===== src/rtl/video_hsync_recover.sv =====
// Recovers horizontal timing from an incoming hsync: measures period and width in
// cend ticks, qualifies the lines and locks a flywheel hcount with a line_start strobe.
module video_hsync_recover #(
   parameter int NOM_PERIOD = 448,
   parameter int PER_TOL    = 4,
   parameter int WID_MIN    = 16,
   parameter int WID_MAX    = 48,
   parameter int LOCK_CNT   = 4,
   parameter int MISS_MAX   = 3,
   parameter int SYNC_POS   = 11,
   parameter int LSTART_POS = 88
) (
   input  logic       i_clk,
   input  logic       i_rst,
   input  logic       i_cend,
   input  logic       i_hsync_in,
   output logic       o_locked,
   output logic [8:0] o_hcount,
   output logic       o_line_start,
   output logic [8:0] o_period,
   output logic [5:0] o_width,
   output logic [7:0] o_err_cnt
);

   localparam logic [8:0] PER_LO    = 9'(NOM_PERIOD - PER_TOL);
   localparam logic [8:0] PER_HI    = 9'(NOM_PERIOD + PER_TOL);
   localparam logic [8:0] PER_TMO   = 9'(NOM_PERIOD + PER_TOL + 1);
   localparam logic [8:0] HC_LAST   = 9'(NOM_PERIOD - 1);
   localparam logic [8:0] HC_SYNC   = 9'(SYNC_POS);
   localparam logic [8:0] HC_LSTART = 9'(LSTART_POS);
   localparam logic [5:0] WID_LO    = 6'(WID_MIN);
   localparam logic [5:0] WID_HI    = 6'(WID_MAX);
   localparam logic [3:0] GOOD_LAST = 4'(LOCK_CNT - 1);
   localparam logic [3:0] MISS_LIM  = 4'(MISS_MAX);

   typedef enum logic [1:0] {
      ST_SEARCH = 2'd0,
      ST_CHECK  = 2'd1,
      ST_LOCKED = 2'd2
   } state_t;

   state_t     r_state, w_state_nxt;
   logic       r_sync1, r_sync2, r_hs_q;
   logic [8:0] r_pcnt, w_pcnt_nxt, w_pcnt_inc;
   logic [5:0] r_wcnt, w_wcnt_nxt, w_wcnt_inc;
   logic [3:0] r_good, w_good_nxt, r_miss, w_miss_nxt;
   logic       r_missed, w_missed_nxt, r_wid_ok, w_wid_ok_nxt;
   logic [8:0] r_hcount, w_hcount_nxt, w_hc_inc;
   logic [8:0] r_period, w_period_nxt;
   logic [5:0] r_width, w_width_nxt;
   logic [7:0] r_err, w_err_nxt;
   logic       r_locked, r_line_start;
   logic       w_rise, w_fall, w_timeout, w_per_good, w_wid_good, w_bad;

   assign w_rise     = i_cend & r_sync2 & ~r_hs_q;
   assign w_fall     = i_cend & ~r_sync2 & r_hs_q;
   assign w_pcnt_inc = (r_pcnt == 9'd511) ? 9'd511 : r_pcnt + 9'd1;
   // The fall tick itself still sees hs_q high, so it is part of the measured width.
   assign w_wcnt_inc = (r_hs_q && (r_wcnt != 6'd63)) ? r_wcnt + 6'd1 : r_wcnt;
   assign w_per_good = (w_pcnt_inc >= PER_LO) && (w_pcnt_inc <= PER_HI);
   assign w_wid_good = (w_wcnt_inc >= WID_LO) && (w_wcnt_inc <= WID_HI);
   assign w_timeout  = i_cend & ~w_rise & (w_pcnt_inc == PER_TMO);
   assign w_hc_inc   = (r_hcount == HC_LAST) ? 9'd0 : r_hcount + 9'd1;

   // Input synchronizer and cend-rate sample of hsync.
   always_ff @(posedge i_clk or posedge i_rst) begin
      if (i_rst) begin
         r_sync1 <= 1'b0;
         r_sync2 <= 1'b0;
         r_hs_q  <= 1'b0;
      end else begin
         r_sync1 <= i_hsync_in;
         r_sync2 <= r_sync1;
         if (i_cend) r_hs_q <= r_sync2;
      end
   end

   // Measurement, qualification and flywheel next-state logic.
   always_comb begin
      w_state_nxt  = r_state;
      w_pcnt_nxt   = r_pcnt;
      w_wcnt_nxt   = r_wcnt;
      w_good_nxt   = r_good;
      w_miss_nxt   = r_miss;
      w_missed_nxt = r_missed;
      w_wid_ok_nxt = r_wid_ok;
      w_hcount_nxt = r_hcount;
      w_period_nxt = r_period;
      w_width_nxt  = r_width;
      w_err_nxt    = r_err;
      w_bad        = 1'b0;
      if (i_cend) begin
         // A timeout acts as a virtual line edge so a dead input keeps producing misses.
         if (w_rise) begin
            w_pcnt_nxt   = 9'd0;
            w_wcnt_nxt   = 6'd0;
            w_period_nxt = w_pcnt_inc;
         end else if (w_timeout && (r_state != ST_SEARCH)) begin
            w_pcnt_nxt = 9'd0;
            w_wcnt_nxt = w_wcnt_inc;
         end else begin
            w_pcnt_nxt = w_pcnt_inc;
            w_wcnt_nxt = w_wcnt_inc;
         end
         if (w_fall) begin
            w_width_nxt  = w_wcnt_inc;
            w_wid_ok_nxt = w_wid_good;
         end else begin
            w_width_nxt  = r_width;
            w_wid_ok_nxt = r_wid_ok;
         end
         case (r_state)
            ST_SEARCH: begin
               w_hcount_nxt = 9'd0;
               if (w_rise) begin
                  w_state_nxt = ST_CHECK;
                  w_good_nxt  = 4'd0;
               end else begin
                  w_state_nxt = ST_SEARCH;
               end
            end
            ST_CHECK: begin
               w_hcount_nxt = 9'd0;
               if (w_rise) begin
                  if (w_per_good && r_wid_ok) begin
                     if (r_good == GOOD_LAST) begin
                        w_state_nxt  = ST_LOCKED;
                        w_hcount_nxt = HC_SYNC;
                        w_miss_nxt   = 4'd0;
                        w_missed_nxt = 1'b0;
                     end else begin
                        w_good_nxt = r_good + 4'd1;
                     end
                  end else begin
                     w_good_nxt = 4'd0;
                  end
               end else if (w_timeout) begin
                  w_state_nxt = ST_SEARCH;
               end else begin
                  w_state_nxt = ST_CHECK;
               end
            end
            ST_LOCKED: begin
               w_bad        = (w_rise & ~w_per_good) | (w_fall & ~w_wid_good) | w_timeout;
               w_missed_nxt = (w_rise | w_timeout) ? 1'b0 : (r_missed | w_bad);
               if (w_rise && w_per_good && r_wid_ok) begin
                  w_hcount_nxt = HC_SYNC;
                  w_miss_nxt   = 4'd0;
               end else if (w_bad && !r_missed) begin
                  w_miss_nxt = r_miss + 4'd1;
                  w_err_nxt  = (r_err == 8'hFF) ? r_err : r_err + 8'd1;
                  if ((r_miss + 4'd1) >= MISS_LIM) begin
                     w_state_nxt  = ST_SEARCH;
                     w_hcount_nxt = 9'd0;
                  end else begin
                     w_hcount_nxt = w_hc_inc;
                  end
               end else begin
                  w_hcount_nxt = w_hc_inc;
               end
            end
            default: begin
               w_state_nxt  = ST_SEARCH;
               w_hcount_nxt = 9'd0;
            end
         endcase
      end else begin
         w_bad = 1'b0;
      end
   end

   // State and output registers.
   always_ff @(posedge i_clk or posedge i_rst) begin
      if (i_rst) begin
         r_state      <= ST_SEARCH;
         r_pcnt       <= 9'd0;
         r_wcnt       <= 6'd0;
         r_good       <= 4'd0;
         r_miss       <= 4'd0;
         r_missed     <= 1'b0;
         r_wid_ok     <= 1'b0;
         r_hcount     <= 9'd0;
         r_period     <= 9'd0;
         r_width      <= 6'd0;
         r_err        <= 8'd0;
         r_locked     <= 1'b0;
         r_line_start <= 1'b0;
      end else begin
         r_state      <= w_state_nxt;
         r_pcnt       <= w_pcnt_nxt;
         r_wcnt       <= w_wcnt_nxt;
         r_good       <= w_good_nxt;
         r_miss       <= w_miss_nxt;
         r_missed     <= w_missed_nxt;
         r_wid_ok     <= w_wid_ok_nxt;
         r_hcount     <= w_hcount_nxt;
         r_period     <= w_period_nxt;
         r_width      <= w_width_nxt;
         r_err        <= w_err_nxt;
         r_locked     <= (w_state_nxt == ST_LOCKED);
         r_line_start <= i_cend & (w_state_nxt == ST_LOCKED) & (w_hcount_nxt == HC_LSTART);
      end
   end

   assign o_locked     = r_locked;
   assign o_hcount     = r_hcount;
   assign o_line_start = r_line_start;
   assign o_period     = r_period;
   assign o_width      = r_width;
   assign o_err_cnt    = r_err;

endmodule

===== config.mk =====
export PLATFORM = sky130hd
export DESIGN_NAME = video_hsync_recover
export DESIGN_NICKNAME = d
export VERILOG_FILES = /design/src/rtl/video_hsync_recover.sv
export SDC_FILE = /design/constraint.sdc
export NUM_CORES = 1
export LEC_CHECK = 0
export ABC_CLOCK_PERIOD_IN_PS = 8620
export CAP_MARGIN = 20
export CORE_ASPECT_RATIO = 1.2
export CORE_MARGIN = 2
export CORE_UTILIZATION = 54
export CTS_CLUSTER_DIAMETER = 60
export DETAILED_ROUTE_END_ITERATION = 10
export PLACE_DENSITY = 0.76
export SYNTH_ARGS = -nofsm -noshare
export SYNTH_HDL_FRONTEND = slang
export SYNTH_SLANG_ARGS = --single-unit

===== constraint.sdc =====
create_clock -name i_clk -period 8.62 [get_ports i_clk]
set_input_delay 2.155 -clock i_clk [delete_from_list [all_inputs] [get_ports i_clk]]
set_output_delay 2.155 -clock i_clk [all_outputs]
set_load 0.01 [all_outputs]

After elaboration in Yosys (flattened, before gate mapping)
Cells that the tools add are included.
{"block": "word_totals", "out_inout_bits": 34, "regBits": 64, "elab_cells": 123}
{"block": "op_classes", "n_eq_ne": 16, "mux": 40, "n_bitwise": 21, "reduce_logical": 19, "n_addsub": 6, "order_cmp": 5}
{"operator": "$mux 9", "n": 8}
{"operator": "$mux 4", "n": 12}
{"operator": "$eq 9x9->1 const B", "n": 3}
{"operator": "$add 9x1->9 const B", "n": 2}
{"operator": "$pmux 9 s2", "n": 1}
{"operator": "$pmux 4 s2", "n": 2}
{"operator": "$reduce_and 5->1", "n": 3}
{"operator": "$mux 2", "n": 7}
{"operator": "$mux 6", "n": 2}
{"operator": "$and 1x1->1", "n": 10}
{"operator": "$eq 9x7->1 const B", "n": 1}
{"operator": "$ge 9x9->1 const B", "n": 1}
{"operator": "$le 9x9->1 const B", "n": 1}
{"operator": "$add 4x1->4 const B", "n": 2}
{"operator": "$add 8x1->8 const B", "n": 1}
{"operator": "$eq 8x8->1 const B", "n": 1}
{"operator": "$logic_and 1x1->1", "n": 8}
{"operator": "$ne 2x2->1 const B", "n": 4}
{"operator": "$not 1->1", "n": 7}
{"operator": "$add 6x1->6 const B", "n": 1}
{"operator": "$ge 6x5->1 const B", "n": 1}
{"operator": "$le 6x6->1 const B", "n": 1}
{"operator": "$mux 1", "n": 6}
{"operator": "$ne 3x3->1 const B", "n": 2}
{"operator": "13 further kinds", "n": 20}

Longest topological paths before layout
{"block": "logic_depth", "ltp_word": 17, "ltp_mapped": 12, "mapped_depth_nobuf": 10}

Worst setup path before layout
No wires, ideal clock.
{"block": "synth_path", "path_type": "input to register", "from": "input port i_cend", "to": "register r_err[1], in the netlist o_err_cnt[1]", "setup_slack_ns": 4.485, "n_path_buf": 1, "t_required_ns": 8.493, "cell_stages": 7, "arrival_time_ns": 4.007, "path_cell_list": "clkbuf_1 -> nand3b_1 -> or4_4 -> a21boi_4 -> a21oi_1 -> nor3b_2 -> mux2_1"}
{"block": "synth_via", "elab_chain_cells": 8}
{"item": "from (decl)", "line": "15", "source": "input logic i_cend,"}
{"item": "$and 1x1->1 (2 in series)", "line": "55", "source": "assign w_rise = i_cend & r_sync2 & ~r_hs_q;"}
{"item": "$not 1->1", "line": "62", "source": "assign w_timeout = i_cend & ~w_rise & (w_pcnt_inc == PER_TMO);"}
{"item": "$and 1x1->1 (2 in series)", "line": "62"}
{"item": "$or 1x1->1", "line": "144", "source": "w_bad = (w_rise & ~w_per_good) | (w_fall & ~w_wid_good) | w_timeout;"}
{"item": "$logic_and 1x1->1", "line": "149", "source": "end else if (w_bad && !r_missed) begin"}
{"item": "$reduce_and 5->1 (no line) *"}
{"item": "to (signal assigned)", "line": "199", "source": "r_err <= w_err_nxt;"}
{"item": "to (decl)", "line": "51", "source": "logic [7:0] r_err, w_err_nxt;"}
Mark *: on every way between the ends. The rest lies on a longest branch, timed or not.
A chain may end at the register's enable or synchronous reset.

Worst setup path after layout
{"block": "layout_path", "from": "input port i_cend", "to": "register r_line_start, in the netlist o_line_start"}
{"item": "$and 1x1->1 (2 in series)", "line": "55"}
{"item": "$not 1->1", "line": "62"}
{"item": "$and 1x1->1 (2 in series)", "line": "62"}
{"item": "$or 1x1->1", "line": "144"}
{"item": "$logic_and 1x1->1", "line": "149"}
{"item": "$mux 9", "line": "149"}
{"item": "$mux 9", "line": "146", "source": "if (w_rise && w_per_good && r_wid_ok) begin"}
{"item": "$pmux 9 s2", "line": "112", "source": "case (r_state)"}
{"item": "$mux 9 *", "line": "92", "source": "if (i_cend) begin"}
{"item": "named net w_hcount_nxt[2]", "line": "48", "source": "logic [8:0] r_hcount, w_hcount_nxt, w_hc_inc;"}
{"item": "$eq 9x7->1 *", "line": "201", "source": "r_line_start <= i_cend & (w_state_nxt == ST_LOCKED) & (w_hcount_nxt == HC_LSTART);"}
{"item": "$and 1x1->1 *", "line": "201"}
{"item": "to (signal assigned)", "line": "201"}
{"item": "to (decl)", "line": "52", "source": "logic r_locked, r_line_start;"}
The timed path passes the listed nets; every way through them passes the cells marked *.

==> results.sh <==
export IMPL_status="finished clean"
export IMPL_vias_per_cell=6.10
export IMPL_drt_total_wl_mm=9.11
export IMPL_synth_top_family_by_area="simple AND/OR/NAND/NOR gates"
export IMPL_firstDrtPassIters=7
export IMPL_postRouteAntennaNets=0
export IMPL_p_total_mw=0.914
export IMPL_cts_root_buf="clkbuf_8"
export IMPL_synth_nets=456
export IMPL_synth_compound_area_frac=0.199
export IMPL_p_comb_frac=0.216
export IMPL_gp_congestion=0.919
export IMPL_intPower_mw=0.631
export IMPL_cts_sinks=64
export IMPL_max_cap_violations=0
export IMPL_clockBufferDepth=2
export IMPL_startpoint_type="primary input"
export IMPL_setup_viol=0
export IMPL_hold_buffers=0
export IMPL_postCtsResizedCells=0
export IMPL_avgSynthCellArea_um2=8.96
export IMPL_yosysWarnings=0
export IMPL_pwr_share_clk=0.362
export IMPL_core_area_mm2=0.00719
export IMPL_stdcell_count=562
export IMPL_final_nets=482
export IMPL_synth_cells=441
export IMPL_num_vias=3429
export IMPL_synth_seq_cells=64
export IMPL_ios=38
export IMPL_synth_cell_types=76
export IMPL_pwr_share_seq=0.422
export IMPL_slowest_delay_ns=0.68
export IMPL_grtUsageTotal=0.241
export IMPL_grt_antenna_before_repair=0
export IMPL_cp_slowest_cell="nor4_4"
export IMPL_grt_use_met3=0.0576
export IMPL_cts_tree="done"
export IMPL_syn2layout_area_growth_pct=16.0
export IMPL_ys_seq_area_frac=0.405
export IMPL_dp_worst_setup_slack_ns=3.47
export IMPL_busiest_layer="met2"
export IMPL_rsz0062_at_grt="no"
export IMPL_hold_viol=0
export IMPL_numCtsBuffers=9
export IMPL_worstMarginPinSlew_ns=0.694
export IMPL_htreeDepth=3
export IMPL_gr_total_overflow=0
export IMPL_yosysMostFrequentCell="dfrtp_1"
export IMPL_dp_hpwl_mm=6.34
export IMPL_synthDominantCellAreaShare=0.405
export IMPL_drive_gt1_frac=0.0890
export IMPL_postCtsSetupRepairBufs=0
export IMPL_yosysTopAreaCell="dfrtp_1"
export IMPL_use_met1=0.321
export IMPL_cp_max_fo=34
export IMPL_synthTopCellsByArea="dfrtp_1 (41%), nand2_1 (5.3%), o21ai_0 (4.1%)"
export IMPL_clk_latency_ns=0.36
export IMPL_synthMuxAreaShare=0.0218
export IMPL_drc_errors=0
export IMPL_drv_slew=0
export IMPL_design_area_mm2=0.00458
export IMPL_power_density_mw_per_mm2=199
export IMPL_hold_class="flip-flop to flip-flop"
export IMPL_io_buffers=37
export IMPL_n_antenna_cell=0
export IMPL_p_sw_frac=0.310
export IMPL_peakVddDrop_mv=0.127
export IMPL_fin_tns_setup_ns=0
export IMPL_synth_edf_count=0
export IMPL_postLayoutSetupSlackWorst_ns=3.76
export IMPL_post_route_period_util=0.564
export IMPL_crit_arrival_ns=5.13
export IMPL_synth_xor_area_frac=0.0399
export IMPL_grt_max_degree=36
export IMPL_clk_transition_reported_paths_ns=0.08
export IMPL_start_util=0.550
export IMPL_use_met2=0.378
export IMPL_period_minus_slack_ns=4.86
export IMPL_skew_ns=0.00941
export IMPL_dieArea_mm2=0.00802
export IMPL_synth_area_mm2=0.00395
export IMPL_avgRoutedWirePerCell_um=16.2
export IMPL_postLayoutCoreUtil=0.638
export IMPL_worst_setup_path_type="primary input to flip-flop"
export IMPL_worstPathRequired_ns=8.89
export IMPL_drtIter0Drc=172
export IMPL_fp_dieW_um=82.1
export IMPL_cp_cell_sequence="clkdlybuf4s50_1, buf_4, nand2_1, nor4_4, nand2b_1, o41ai_1, a21o_1, nor4_2"
export IMPL_placed_area_mm2=0.00433
export IMPL_rows=34
export IMPL_p_sw_mw=0.283
export IMPL_synthSimpleGateAreaFrac=0.252
export IMPL_ys_flop_type="dfrtp_1"
export IMPL_p_leak_nw=1.90
export IMPL_grt_pass1_vias=3192
export IMPL_fmax_mhz=206
export IMPL_dp_cells=546
export IMPL_grt_pass1_wl_mm=15.0
export IMPL_relSlewSlack=0.534
export IMPL_ys_top_cells_by_count="dfrtp_1 (64), nand2_1 (56), nor2_1 (33)"
export IMPL_die_h_um=97.7
export IMPL_hold_ws_ns=0.363
export IMPL_synthAdderAreaFrac=0.0348
export IMPL_async_flop_share=1.00
export IMPL_critPathCaptureType="flip-flop"
[registers in the layout, summed over array words and instances (netlist names)]
| signal | count |
|---|---|
| o_err_cnt | 8 |
| o_hcount | 9 |
| o_line_start | 1 |
| o_locked | 1 |
| o_period | 9 |
| o_width | 6 |
| r_good | 4 |
| r_hs_q | 1 |
| r_miss | 4 |
| r_missed | 1 |
| r_pcnt | 9 |
| r_state | 2 |
| r_sync1 | 1 |
| r_sync2 | 1 |
| r_wcnt | 6 |
| r_wid_ok | 1 |
[power groups by stage]
| stage | Sequential (mW) | Clock [mW] | Combinational, mW |
|---|---|---|---|
| 6_report | 0.385 | 0.331 | 0.197 |
| 5_1_grt | 0.392 | 0.348 | 0.221 |
| 4_1_cts | 0.385 | 0.332 | 0.198 |
| 3_5_place_dp | 0.390 | 0 | 0.197 |
| 3_3_place_gp | 0.387 | 0 | 0.191 |
| 2_1_floorplan | 0.375 | 0 | 0.142 |
[path summary, 6_finish.rpt]
| path | start | endpoint | slack (ns) | depth (start not counted) |
|---|---|---|---|---|
| hold / removal | r_sync1 | r_sync2 | 0.36 | 0 |
| hold reg to reg | r_sync1 | r_sync2 | 0.36 | 0 |
| setup reg to reg | r_pcnt[0] | o_line_start | 4.83 | 10 |
| setup / recovery | i_cend | o_line_start | 3.76 | 8 |
| max in group asynchronous | i_rst | r_pcnt[1] | 5.56 | 3 |
| min in group asynchronous | i_rst | o_err_cnt[4] | 2.19 | 2 |
[routing by layer]
layer / wire length, um / vias to the layer above
li1: - / 1648
met4: 200 / 0
met1: 3990 / 1647
met2: 4480 / 114
met5: 0 / -
met3: 439 / 20
[cells in the final DEF, fill, tap and decap left out, drive strengths merged, types with 3 or more instances in the layout]
master          n
and2            3
nand3          21
a31oi           9
xnor2           9
mux2i           3
nor2b           5
nand2          56
buf             3
or3             3
and3           10
inv            16
a211oi          3
nor2           33
or2             3
o211ai          3
o21ai          37
o31ai           4
nand4           8
clkdlybuf4s50  37
xor2            9
or4             3
nand3b          5
mux2            5
nor4            6
nor3           12
o221ai          4
ha             11
bufinv          3
o22a            3
clkbuf         10
a21oi          20
dfrtp          64
a22o            3
nand4b          3
nand2b          6
[cell families (layout without fill, tap and decap cells)]
group / Yosys count / count (layout)
simple gates: 186 / 186
mux: 8 / 8
xor+xnor: 18 / 18
buf+inv: 41 / 72
fa+ha+maj: 11 / 11
flops: 64 / 64
compound gates: 113 / 113
[cell type report]
class	count	area (um2)
Fill cell	604	2610
Multi-Input combinational cell	336	2160
Sequential cell	64	1600
Timing Repair Buffer	40	393
Clock buffer	10	138
Clock inverter	6	115
Tap cell	90	113
Inverter	16	60.1
[critical path: cells and delay by family]
kind / cells / cell delay (ns)
buffers and inverters: 2 / 0.79
AOI/OAI and AO/OA: 2 / 0.34
and+or+nand+nor: 4 / 1.82
No activity file was read; power rests on OpenSTA's default activity.
